`config.mk`:
```
export PLATFORM = sky130hd
export DESIGN_NAME = serial_add_arbiter
export DESIGN_NICKNAME = d
export VERILOG_FILES = /design/src/rtl/serial_add_arbiter.sv
export SDC_FILE = /design/constraint.sdc
export NUM_CORES = 1
export LEC_CHECK = 0
export CAP_MARGIN = 10
export CORE_MARGIN = 1.5
export CORE_UTILIZATION = 43
export DETAILED_ROUTE_END_ITERATION = 6
export GPL_TIMING_DRIVEN = 0
export PLACE_DENSITY = 0.88
export SETUP_SLACK_MARGIN = 0.4
export SYNTH_ARGS = -nofsm -noshare
export SYNTH_HDL_FRONTEND = slang
export SYNTH_SLANG_ARGS = --single-unit
```
`constraint.sdc`:
```
create_clock -name clk -period 1.9 [get_ports clk]
set_clock_uncertainty 0.2 [all_clocks]
set_input_delay 0.19 -clock clk [delete_from_list [all_inputs] [get_ports clk]]
set_output_delay 0.19 -clock clk [all_outputs]
set_load 0.03 [all_outputs]
```
`src/rtl/serial_add_arbiter.sv`:
```
// serial_add_arbiter: round-robin controller sharing one serial adder datapath between two requesters
module serial_add_arbiter #(
  parameter int WIDTH = 4
) (
  input  logic             clk,
  input  logic             reset,
  input  logic [1:0]       req,
  input  logic [WIDTH-1:0] a0,
  input  logic [WIDTH-1:0] b0,
  input  logic [WIDTH-1:0] a1,
  input  logic [WIDTH-1:0] b1,
  output logic [1:0]       gnt,
  output logic [1:0]       done,
  output logic [WIDTH-1:0] res_sum,
  output logic             res_cout,
  output logic             busy,
  output logic             dp_clr,
  output logic             dp_load,
  output logic             dp_shr,
  output logic [WIDTH-1:0] dp_a,
  output logic [WIDTH-1:0] dp_b,
  input  logic [WIDTH-1:0] dp_sum,
  input  logic             dp_cout
);
  typedef enum logic [2:0] {IDLE, CLR, LOAD, SHIFT, CAPT} state_t;
  state_t state;
  logic ptr, own, win;
  logic [4:0] cnt;
  // ptr=1 means requester 1 wins a tie
  assign win = req[1] & (~req[0] | ptr);
  assign busy = state != IDLE;
  assign dp_clr = state == CLR;
  assign dp_load = state == LOAD;
  assign dp_shr = state == SHIFT;
  always_ff @(posedge clk) begin
    if (reset) begin
      state <= IDLE;
      gnt <= '0;
      done <= '0;
      res_sum <= '0;
      res_cout <= 1'b0;
      dp_a <= '0;
      dp_b <= '0;
      ptr <= 1'b0;
      own <= 1'b0;
      cnt <= '0;
    end else begin
      done <= '0;
      case (state)
        IDLE: if (|req) begin
          own <= win;
          gnt <= win ? 2'b10 : 2'b01;
          dp_a <= win ? a1 : a0;
          dp_b <= win ? b1 : b0;
          state <= CLR;
        end
        CLR: state <= LOAD;
        LOAD: begin
          cnt <= '0;
          state <= SHIFT;
        end
        SHIFT: begin
          cnt <= cnt + 5'd1;
          if (cnt == 5'(WIDTH - 1)) state <= CAPT;
        end
        CAPT: begin
          res_sum <= dp_sum;
          res_cout <= dp_cout;
          done <= gnt;
          ptr <= ~own;
          gnt <= '0;
          state <= IDLE;
        end
        default: state <= IDLE;
      endcase
    end
  end
endmodule

```
; Word level (Yosys, flattened, before mapping)
; Index checks and enable logic that the tools add are counted.
[op_classes]
addsub = 1
n_mul = 0
div = 0
n_lt_le_gt_ge = 0
n_eq_ne = 7
n_shift = 0
muxes = 9
bitwise_logic = 5
reduce_logical = 9
[ops]
columns = operator, n
row1 = one-hot mux 3 bit (4 select lines), 1
row2 = one-hot mux 5 bit (2 select lines), 1
row3 = two-way mux 4 bit, 2
row4 = == test 3 x 2 -> 1 bit (second input constant), 2
row5 = two-way mux 3 bit, 2
row6 = AND reduction 2 bit, 3
row7 = adder 5 x 1 -> 5 bit (second input constant), 1
row8 = == test 5 x 2 -> 1 bit (second input constant), 1
row9 = two-way mux 2 bit, 2
row10 = one-hot mux 2 bit (2 select lines), 1
row11 = nonzero test 2 bit, 2
row12 = OR reduction 2 bit, 2
row13 = == test 3 x 1 -> 1 bit (second input constant), 1
row14 = == test 3 bit (second input constant), 1
row15 = zero test 3 bit, 1
row16 = inverter 1 bit, 3
row17 = nonzero test 3 bit, 1
row18 = != test 2 x 1 -> 1 bit (second input constant), 1
row19 = != test 2 bit (second input constant), 1
row20 = bitwise AND 1 bit, 1
row21 = bitwise OR 1 bit, 1
[word_totals]
ff_bits = 27
latchBits = 0
mem_bits_rw = 0
rom_bits = 0
inputBits = 25
output_inout_bits = 21
word_cells = 41
memories = 0

; Depth between registers and ports, before layout
[depth]
depth_word = 6
depth_mapped = 5
ltp_nobuf = 4

; Worst setup path after synthesis
; OpenSTA, ideal clock, no wires.
[synth_timing]
path_type = reg-to-output
start = register state[0]
end = output dp_clr
arrival_ps = 1349
t_required_ps = 1510
slack_ps = 161
path_stages_with_launch = 3
n_path_buf = 1
path_cell_list = dfxtp_1 buf_2 nor3b_1
[synth_between]
elab_chain_len = 1
[synth_rtl]
columns = element, line
row1 = from (decl), 26  ; state_t state;
row2 = from (signal assigned), 37  ; state <= IDLE;
row3 = from (signal assigned), 55  ; state <= CLR;
row4 = from (signal assigned), 57  ; CLR: state <= LOAD;
row5 = == test 3 x 1 -> 1 bit, 32  ; assign dp_clr = state == CLR;
row6 = to (decl), 17  ; output logic dp_clr,
; No other way between the ends.

; Final worst setup path
[layout_timing]
start = register state[1]
end = output busy
[layout_between]
elab_chain_len = 1
[layout_rtl]
columns = element, line
row1 = nonzero test 3 bit, 31  ; assign busy = state != IDLE;
row2 = to (decl), 16  ; output logic busy,
; No other way between the ends.

==> metrics.csv <==
stage,metric,value,unit
status,status,finished clean,
synth,post-synthesis average cell area,8.68,µm²
timing,number of endpoints failing setup at the final stage,0,
final_layout,Fillers,188,
drt,number of design rule violations left after detail routing,0,
placed_design,IO buf count,45,
final_layout,final antenna diode count,0,
die,die outline area,0.00311,mm²
placed_design,worst slack at placement,-127,ps
synth,synthesized netlist net count,164,
cts,CTS H-tree depth,1,
hold_path,Hold Startpoint,b0[2],
final_layout,area of the multi-input gates,592,µm²
global_routing,global-route wire length before repair,5380,µm
drt,first-pass iteration count of the detailed router,6,
final_layout,final core utilization,73.5,%
timing,"Slew Viols, Final",0,
synth,Ys Warns,0,
final_layout,layout-stage area growth over the synthesis result,56.2,%
global_routing,total gr overflow,0,
drt,Antenna Violating Nets Remaining,0,
final_layout,final net count,224,
critical_path,maximum fanout along the worst path,4,
pwr,power density cells,651,mW/mm²
synth,leading cell types by total area after synthesis,"sky130_fd_sc_hd__dfxtp_1 45%, sky130_fd_sc_hd__inv_1 6.3%, sky130_fd_sc_hd__a222oi_1 5.9%",
timing,final sum of negative setup slack,0,ps
synth,summed instance area of the synthesized netlist,0.00120,mm²
final_layout,FF+latch area,551,µm²
synth,number of cells produced by synthesis,138,
timing,unrepaired setup endpoints after global routing,yes,
cts,TritonCTS clock tree,done,
critical_path,category of the most critical setup path,flip-flop to output pin,
global_routing,Global Route Usage Sum,21.4,%
timing,final critical path time including I/O delays and setup,1710,ps
timing,max-slew headroom at the worst pin,68.2,%
drt,DRC violation total after the first TritonRoute iteration,43,
critical_path,kind of launch point of the worst setup path,flip-flop,
run,max-cap check violation count,0,
timing,part of the cycle the worst path needs,90.0,%
critical_path,data arrival at the endpoint of the critical path,1320,ps
global_routing,number of global-route vias before repair,1239,
die,initial cell density of the core,47.1,%
pwr,Pleak,0.815,nW
die,I/O Pins,46,
synth,portion of synthesized cell area occupied by the leading cell type,45.1,%
cts,Num Clock Sinks,27,
timing,number of failing hold endpoints at the final stage,0,
cts,clock transition at the registers of the reported paths,140,ps
critical_path,startpoint of the worst register-to-register path,state[2],
die,floorplan core area,0.00254,mm²
drt,final WL,3400,µm
synth,share of the yosys chip area belonging to registers,45.1,%
placed_design,global placer's final weighted congestion,0.751,
die,die boundary width,55.8,µm
global_routing,pin count of the biggest net entering global routing,15,
synth,"flops & latches, synth",27,
critical_path,CP endpoint kind,output pin,
pwr,largest vdd supply drop,0.572,mV
hold_path,Hold Crit Class,primary input to flip-flop,
critical_path,timing startpoint of the critical path,state[1],
global_routing,number of antenna violations at the first check in global routing,0,
drt,Via-to-Cell Ratio,5.41,
cts,clock buffer depth,2,
timing,Slew @ Worst Pin,477,ps
drt,post-detailed-route wirelength per cell,15.0,µm
final_layout,layout cells sized above 1,20.3,%
placed_design,hpwl dp,2280,µm
cts,cts-stage hold buffer count,0,
drt,number of vias in the routed layout,1227,
die,Die H,55.8,µm
cts,total CTS buffers,3,
timing,Achievable Freq,585,MHz
synth,cell type contributing the most total cell area after synthesis,sky130_fd_sc_hd__dfxtp_1,
die,row cnt,18,
critical_path,critical path required time,1510,ps
cts,clock latency on the worst-skew pair,310,ps
timing,final critical-path setup slack,191,ps
cts,clk root buf,sky130_fd_sc_hd__clkbuf_4,
synth,number of distinct library cells after synthesis,34,
[critical path, stage by stage, from the launching register on]
cell and delay, ps:
sky130_fd_sc_hd__dfxtp_4 380, sky130_fd_sc_hd__buf_4 150, sky130_fd_sc_hd__nor3_4 230, sky130_fd_sc_hd__inv_2 80
sky130_fd_sc_hd__buf_4 170
[layer usage]
metal / wire length [µm] / global-route usage [%] / up-vias
met4: 22 / 5.57 / 0
li1: - / - / 594
met3: 194 / 5.12 / 4
met1: 1390 / 25.3 / 587
met5: 0 / 0 / -
met2: 1800 / 38.6 / 42
[synth_stat cells]
cell type                   n
sky130_fd_sc_hd__mux2i_1    6
sky130_fd_sc_hd__dfxtp_1   27
sky130_fd_sc_hd__nand3b_1   2
sky130_fd_sc_hd__nor4bb_1   1
sky130_fd_sc_hd__inv_1     20
sky130_fd_sc_hd__nor4b_1    1
sky130_fd_sc_hd__o211a_1    2
sky130_fd_sc_hd__and3_1     4
sky130_fd_sc_hd__a21oi_1    6
sky130_fd_sc_hd__nand3_1    3
sky130_fd_sc_hd__ha_1       1
sky130_fd_sc_hd__a222oi_1   7
sky130_fd_sc_hd__nor2b_1    2
sky130_fd_sc_hd__or2_2      1
sky130_fd_sc_hd__nor3_2     1
sky130_fd_sc_hd__nor3_1     2
sky130_fd_sc_hd__buf_6      1
sky130_fd_sc_hd__buf_4      1
sky130_fd_sc_hd__clkbuf_1   2
sky130_fd_sc_hd__nand2_1   13
sky130_fd_sc_hd__o21ai_0    6
sky130_fd_sc_hd__o22ai_1    1
sky130_fd_sc_hd__and2_1     2
sky130_fd_sc_hd__nand2_2    1
sky130_fd_sc_hd__nor3b_1    2
sky130_fd_sc_hd__nor4_4     1
sky130_fd_sc_hd__buf_2      3
sky130_fd_sc_hd__nand2b_1   2
sky130_fd_sc_hd__clkbuf_2   1
sky130_fd_sc_hd__a221oi_1   1
sky130_fd_sc_hd__a21boi_0   1
sky130_fd_sc_hd__or3_1      2
sky130_fd_sc_hd__nor2_1    11
sky130_fd_sc_hd__a22oi_1    1
[logic make-up (layout without fill, tap and decap cells)]
group	Yosys count	in the layout	synth area share [%]
AO/OA/AOI/OAI	25	25	15.0
AND/OR/NAND/NOR	51	51	23.6
multiplexers	6	6	5.02
adder cells (fa/ha/maj)	1	1	1.04
buffers and inverters	28	87	10.1
flip-flops	27	27	45.1
[cells in the final DEF (no fill, tap or decap), types with 2 or more instances in the layout]
cell | Yosys | layout
sky130_fd_sc_hd__clkdlybuf4s15_1 | 0 | 12
sky130_fd_sc_hd__buf_4 | 1 | 15
sky130_fd_sc_hd__nand3b_1 | 2 | 2
sky130_fd_sc_hd__dlygate4sd2_1 | 0 | 5
sky130_fd_sc_hd__and3_1 | 4 | 4
sky130_fd_sc_hd__a21oi_1 | 6 | 6
sky130_fd_sc_hd__and2_1 | 2 | 2
sky130_fd_sc_hd__mux2i_1 | 6 | 6
sky130_fd_sc_hd__nor3_1 | 2 | 2
sky130_fd_sc_hd__dfxtp_1 | 27 | 23
sky130_fd_sc_hd__nand3_1 | 3 | 3
sky130_fd_sc_hd__inv_1 | 20 | 19
sky130_fd_sc_hd__nand2_1 | 13 | 13
sky130_fd_sc_hd__nor2_1 | 11 | 10
sky130_fd_sc_hd__buf_6 | 1 | 3
sky130_fd_sc_hd__o21ai_0 | 6 | 5
sky130_fd_sc_hd__or3_1 | 2 | 2
sky130_fd_sc_hd__clkbuf_1 | 2 | 2
sky130_fd_sc_hd__buf_8 | 0 | 2
sky130_fd_sc_hd__a222oi_1 | 7 | 7
sky130_fd_sc_hd__clkbuf_4 | 0 | 3
sky130_fd_sc_hd__clkdlybuf4s50_1 | 0 | 24
sky130_fd_sc_hd__o211a_1 | 2 | 2
sky130_fd_sc_hd__nor3b_2 | 0 | 2
sky130_fd_sc_hd__dfxtp_2 | 0 | 2
sky130_fd_sc_hd__dfxtp_4 | 0 | 2
[stage by stage]
stage | instance area [µm²] | instances | hold WS, ps | total power [mW]
floorplan | 1200 | 138 | 66.8 | 0.811
global placement | 1690 | 213 | 258 | 0.950
detailed placement | 1690 | 213 | 276 | 0.962
CTS | 1780 | 223 | 208 | 1.20
global route | 1870 | 227 | 202 | 1.28
finish | 1870 | 227 | 220 | 1.22
[state kept, by name, summed over array words and instances, names as in the netlist]
register and count:
done 2, ptr 1, dp_a 4, own 1, res_sum 4, dp_b 4
res_cout 1, gnt 2, state 3, cnt 5
[final timing paths]
path,end,slack (ps),cells after the start
max,busy,190,4
min,dp_b[2],220,3
max reg2reg,dp_b[1],240,5
min reg2reg,cnt[0],280,2
[repair_timing]
action | in CTS | in global routing
pin swaps | 4 | 6
setup buffers | 6 | 3
endpoints found under the setup margin | 39 | 40
gates cloned | 0 | 1
resized for setup | 59 | 31
[final cells by class]
type,instances,area share (%)
timing repair buffer,55,27.6
inverter,20,4.01
tap,30,2.01
multi-input combinational,83,31.6
buffer,8,3.88
sequential,27,29.4
clock buffer,4,1.40
[where the power goes]
part	internal (mW)	switching, mW	leakage [nW]
clock	0.0819	0.158	0.0150
sequential	0.603	0.0226	0.223
combinational	0.167	0.186	0.577
total	0.851	0.366	0.815
No activity file was read; power rests on OpenSTA's default activity.
